### src/rtl/change_pkg.sv
// Shared coin values, one-hot coin select and FSM state encoding for change_dispenser.
package change_pkg;

  localparam int unsigned QUARTER_CENTS = 25;
  localparam int unsigned DIME_CENTS    = 10;
  localparam int unsigned NICKEL_CENTS  = 5;

  // Bit order {quarter, dime, nickel} matches the hopper eject lines and inv_empty.
  typedef enum logic [2:0] {
    COIN_NONE    = 3'b000,
    COIN_NICKEL  = 3'b001,
    COIN_DIME    = 3'b010,
    COIN_QUARTER = 3'b100
  } coin_e;

  typedef enum logic [2:0] {
    ST_IDLE,
    ST_EJECT,
    ST_GAP,
    ST_DONE,
    ST_FAULT
  } state_e;

endpackage

### src/rtl/change_coin_select.sv
// Combinational greedy coin chooser: largest available coin not exceeding the amount owed.
module change_coin_select
  import change_pkg::*;
#(
  parameter int VALUE_W = 7
) (
  input  logic [VALUE_W-1:0] rem_i,
  input  logic [2:0]         avail_i,
  output logic [2:0]         coin_o,
  output logic [VALUE_W-1:0] value_o
);

  always_comb begin
    coin_o  = COIN_NONE;
    value_o = '0;
    if (avail_i[2] && (rem_i >= VALUE_W'(QUARTER_CENTS))) begin
      coin_o  = COIN_QUARTER;
      value_o = VALUE_W'(QUARTER_CENTS);
    end else if (avail_i[1] && (rem_i >= VALUE_W'(DIME_CENTS))) begin
      coin_o  = COIN_DIME;
      value_o = VALUE_W'(DIME_CENTS);
    end else if (avail_i[0] && (rem_i >= VALUE_W'(NICKEL_CENTS))) begin
      coin_o  = COIN_NICKEL;
      value_o = VALUE_W'(NICKEL_CENTS);
    end
  end

endmodule

### src/rtl/change_dispenser.sv
// Pays out a change amount through a coin hopper, one coin per ack, largest coin first.
// Optional per-coin inventory tracking is enabled by defining CHANGE_INVENTORY_EN.
module change_dispenser
  import change_pkg::*;
#(
  parameter int VALUE_W     = 7,
  parameter int ACK_TIMEOUT = 16,
  parameter int INIT_COUNT  = 20
) (
  input  logic               clk,
  input  logic               rst_n,
  input  logic               req_valid,
  output logic               req_ready,
  input  logic [VALUE_W-1:0] req_amount,
  output logic               eject_quarter,
  output logic               eject_dime,
  output logic               eject_nickel,
  input  logic               hopper_ack,
  input  logic               fault_clr,
  output logic               busy,
  output logic               done,
  output logic               fault,
  output logic [VALUE_W-1:0] remaining
`ifdef CHANGE_INVENTORY_EN
  ,
  output logic [2:0]         inv_empty
`endif
);

  localparam int TIMER_W = $clog2(ACK_TIMEOUT + 1);

  state_e               state_q, state_d;
  coin_e                coin_q, coin_d;
  logic [VALUE_W-1:0]   coin_val_q, coin_val_d;
  logic [VALUE_W-1:0]   rem_q, rem_d;
  logic [TIMER_W-1:0]   timer_q, timer_d;

  logic [2:0]           avail;
  logic [VALUE_W-1:0]   sel_rem;
  logic [2:0]           sel_coin;
  logic [VALUE_W-1:0]   sel_value;
  logic [VALUE_W-1:0]   rem_after;
  logic [2:0]           eject_vec;

  // In IDLE the coin is picked from the incoming amount so EJECT can start next cycle.
  assign sel_rem = (state_q == ST_IDLE) ? req_amount : rem_q;

  change_coin_select #(
    .VALUE_W (VALUE_W)
  ) u_select (
    .rem_i   (sel_rem),
    .avail_i (avail),
    .coin_o  (sel_coin),
    .value_o (sel_value)
  );

  assign rem_after = rem_q - coin_val_q;

  always_ff @(posedge clk or negedge rst_n) begin
    if (!rst_n) begin
      state_q    <= ST_IDLE;
      coin_q     <= COIN_NONE;
      coin_val_q <= '0;
      rem_q      <= '0;
      timer_q    <= '0;
    end else begin
      state_q    <= state_d;
      coin_q     <= coin_d;
      coin_val_q <= coin_val_d;
      rem_q      <= rem_d;
      timer_q    <= timer_d;
    end
  end

  always_comb begin
    state_d    = state_q;
    coin_d     = coin_q;
    coin_val_d = coin_val_q;
    rem_d      = rem_q;
    timer_d    = timer_q;
    unique case (state_q)
      ST_IDLE: begin
        if (req_valid) begin
          rem_d = req_amount;
          if (req_amount == '0) begin
            state_d = ST_DONE;
          end else if ((req_amount % VALUE_W'(NICKEL_CENTS)) != '0) begin
            state_d = ST_FAULT;
          end else if (sel_coin == COIN_NONE) begin
            state_d = ST_FAULT;
          end else begin
            state_d    = ST_EJECT;
            coin_d     = coin_e'(sel_coin);
            coin_val_d = sel_value;
            timer_d    = '0;
          end
        end
      end
      ST_EJECT: begin
        if (hopper_ack) begin
          rem_d   = rem_after;
          state_d = (rem_after == '0) ? ST_DONE : ST_GAP;
        end else if (timer_q == TIMER_W'(ACK_TIMEOUT - 1)) begin
          state_d = ST_FAULT;
        end else begin
          timer_d = timer_q + 1'b1;
        end
      end
      ST_GAP: begin
        // Reselect here so a coin exhausted by the previous ack is skipped.
        if (sel_coin == COIN_NONE) begin
          state_d = ST_FAULT;
        end else begin
          state_d    = ST_EJECT;
          coin_d     = coin_e'(sel_coin);
          coin_val_d = sel_value;
          timer_d    = '0;
        end
      end
      ST_DONE: begin
        state_d = ST_IDLE;
      end
      ST_FAULT: begin
        if (fault_clr) begin
          state_d = ST_IDLE;
          rem_d   = '0;
        end
      end
      default: begin
        state_d = ST_IDLE;
      end
    endcase
  end

  assign eject_vec     = (state_q == ST_EJECT) ? coin_q : 3'b000;
  assign eject_quarter = eject_vec[2];
  assign eject_dime    = eject_vec[1];
  assign eject_nickel  = eject_vec[0];
  assign req_ready     = (state_q == ST_IDLE);
  assign busy          = (state_q == ST_EJECT) || (state_q == ST_GAP);
  assign done          = (state_q == ST_DONE);
  assign fault         = (state_q == ST_FAULT);
  assign remaining     = rem_q;

`ifdef CHANGE_INVENTORY_EN
  logic [7:0] cnt_q [3];

  // Counts only move on an accepted coin; selection never picks an empty slot.
  always_ff @(posedge clk or negedge rst_n) begin
    if (!rst_n) begin
      for (int i = 0; i < 3; i++) cnt_q[i] <= 8'(INIT_COUNT);
    end else if ((state_q == ST_EJECT) && hopper_ack) begin
      for (int i = 0; i < 3; i++) begin
        if (coin_q[i]) cnt_q[i] <= cnt_q[i] - 8'd1;
      end
    end
  end

  assign avail     = {cnt_q[2] != 8'd0, cnt_q[1] != 8'd0, cnt_q[0] != 8'd0};
  assign inv_empty = ~avail;
`else
  assign avail = 3'b111;
`endif

endmodule

### config.mk
export PLATFORM = sky130hd
export DESIGN_NAME = change_dispenser
export DESIGN_NICKNAME = d
export VERILOG_FILES = /design/src/rtl/change_pkg.sv /design/src/rtl/change_coin_select.sv /design/src/rtl/change_dispenser.sv
export SDC_FILE = /design/constraint.sdc
export NUM_CORES = 1
export LEC_CHECK = 0
export CELL_PAD_IN_SITES_DETAIL_PLACEMENT = 1
export CELL_PAD_IN_SITES_GLOBAL_PLACEMENT = 1
export CORE_MARGIN = 8
export CORE_UTILIZATION = 40
export CTS_BUF_LIST = sky130_fd_sc_hd__clkbuf_4 sky130_fd_sc_hd__clkbuf_8
export CTS_CLUSTER_SIZE = 28
export DETAILED_ROUTE_END_ITERATION = 6
export PLACE_DENSITY = 0.78
export SKIP_LAST_GASP = 1
export SYNTH_ARGS = -nofsm -noshare
export SYNTH_HDL_FRONTEND = slang
export SYNTH_SLANG_ARGS = --single-unit
### constraint.sdc
create_clock -name clk -period 4.07 [get_ports clk]
set_clock_uncertainty 0.05 [all_clocks]
set_input_delay 0.814 -clock clk [delete_from_list [all_inputs] [get_ports clk]]
set_output_delay 0.814 -clock clk [all_outputs]
set_load 0.1 [all_outputs]
==> out/results.ini <==
[floorplan]
io-pin-count=26
start_util=0.421
fp.dieH_um=81.3
fp.dieW_um=81.3
die_area_um2=6620
core-area_um2=4060
rows=23

[sta]
min_period_ns=3.14
whs_ns=0.464
maxSlewViolCount=0
fmax_ghz=0.318
rsz0062_at_grt=no
finalSetupViolCount=0
layout_worst_path_cycle_share=0.772
worst_slew_pin_slew_ns=0.978
hold_viol_final=0
max-slew-margin-rel=0.346
tns_ns=0

[clocking]
cts_num_sinks=20
cts_tree=done
cts_inserted_buffers=3
cts_root_buffer=clkbuf_8
clock_path_buffers=2
path_clk_slew_ns=0.09
cts.repair.resized=0
cts_setup_buffers=0
hold_buffers=0
htree_levels=1
clock_latency_ns=0.28

[yosys]
syn-mean-instance-area_um2=7.98
synthMuxAreaShare=0.00586
async_flop_share=1.00
syn_inst=214
synth-main-ff-cell=dfrtp_1
synth_compound_area_frac=0.336
synth-xor-area-share=0.0205
ys_seq_area_frac=0.293
synth_top_family_by_area=compound AO/OA/AOI/OAI gates
synth_edf_count=0
synth-adder-area-share=0.0630
ys_ff_latch=20
synthesis.area_um2=1710
ys.warnings.count=0
synth.distinct_cells=56
synth-simple-area-share=0.214
syn_nets=234

[detailed_routing]
wl_mm=5.58
first_pass_iters=4
wl_per_cell_um=19.7
antenna_left=0
drtIter0Drc=107
drc_errors=0
viasPerCell=6.39
via_count=1809

[finish]
multi_input_area_um2=1090
seqCellArea_um2=500
final_cells=283
nFillCells=511
nets=254
diodes=0
utilization=0.496
drive_above_1_share=0.0601
area_growth_pct=17.9

[place]
dp.cells=279
finalWeightedCongestion=0.838
dpl.hpwl_mm=4.28
port_buffers=25

[setup_path]
slowest_delay_ns=1.14
slowest_stage=clkdlybuf4s50_1
critPathLaunchType=flip-flop
critPathMaxFanout=13
crit_path_end_kind=primary output
cp.arrival_ns=2.28
worstPathCellList=and3_1, clkdlybuf4s50_1
path_class=reg2out
cp.required_ns=3.21
r2r_cells=10

[global_routing]
grt_pass1_wl_mm=9.49
antenna_found_initial=0
grt_max_degree=21
grt_overflow=0
grt_pass1_vias=1876
gr-usage-all-layers=0.181

[worst_hold_path]
min_path_type=reg2reg
whs_path_depth=2

[flow_run]
cap_violations=0

[outcome]
status=completed

critical path, delay by kind of cell (launching register included):
| kind | cells | cell delay (ns) |
|---|---|---|
| buf+inv | 1 | 1.14 |
| flops | 1 | 0.63 |
| simple gates | 1 | 0.23 |
synthesized netlist by cell type (5+ instances only):
cell type	count	area share
nand2_1	18	0.040
o21ai_0	14	0.041
a21oi_1	13	0.038
ha_1	7	0.051
a22oi_1	6	0.026
nor3_1	7	0.021
clkbuf_1	5	0.011
dfrtp_1	20	0.29
inv_1	16	0.035
a31oi_1	6	0.022
buf_2	5	0.015
nor2_1	20	0.044
final cells by class:
cell class,instances,area share
clock buffers,4,0.0273
inverters,16,0.0298
flip-flops and latches,20,0.249
repair buffers,26,0.121
multi-input cells,167,0.543
well taps,50,0.0311
stage by stage:
step                      cell area [um^2]  worst slack, ns
after floorplan                       1710            0.269
final                                 2010            0.927
after detailed placement              1960            0.711
after CTS                             2010            0.932
after global routing                  2010            0.812
after global placement                1960            0.796
cell usage in the layout (no fill, tap or decap), types with 3 or more instances in the layout:
cell,n
nand3_1,4
clkdlybuf4s50_1,19
o21a_1,3
nor2_1,20
o211ai_1,3
xor2_1,3
inv_1,16
buf_4,7
a31oi_1,6
or3_1,3
nor3_1,7
clkbuf_8,4
o31ai_1,3
nand2_1,18
dfrtp_1,20
ha_1,7
o21ai_0,14
nand2b_1,4
o2111ai_1,3
nor2b_1,4
a21o_1,4
a21oi_1,13
a22oi_1,6
worst paths after layout:
check | from | endpoint | slack [ns]
setup / recovery | state_q[1]$_DFFE_PN0P_ | done | 0.93
setup reg to reg | remaining[0]$_DFFE_PN0P_ | remaining[6]$_DFFE_PN0P_ | 1.52
hold / removal | timer_q[4]$_DFFE_PN0P_ | timer_q[4]$_DFFE_PN0P_ | 0.46
max in group asynchronous | rst_n | coin_val_q[0]$_DFFE_PN0P_ | 2.38
min in group asynchronous | rst_n | remaining[5]$_DFFE_PN0P_ | 1.01
hold reg to reg | timer_q[4]$_DFFE_PN0P_ | timer_q[4]$_DFFE_PN0P_ | 0.46
sequential cells by signal, summed over array words and instances, names as in the netlist:
name        count
state_q         3
remaining       7
coin_val_q      2
timer_q         5
coin_q          3
metal layers:
metal / vias up / GRT usage / wire, um
met5: - / 0 / 0
met4: 0 / 0.0536 / 83
met3: 9 / 0.0221 / 324
met2: 53 / 0.315 / 2830
met1: 901 / 0.227 / 2340
li1: 846 / - / -
kinds of logic after synthesis:
kind of cell    Yosys count
fa+ha+maj                 8
compound gates           81
simple gates             73
mux                       1
xor+xnor                  4
flops                    20
buf+inv                  27
Power is not shown: default switching activity piles up to over one toggle a cycle in this logic, so the estimate is an artifact.
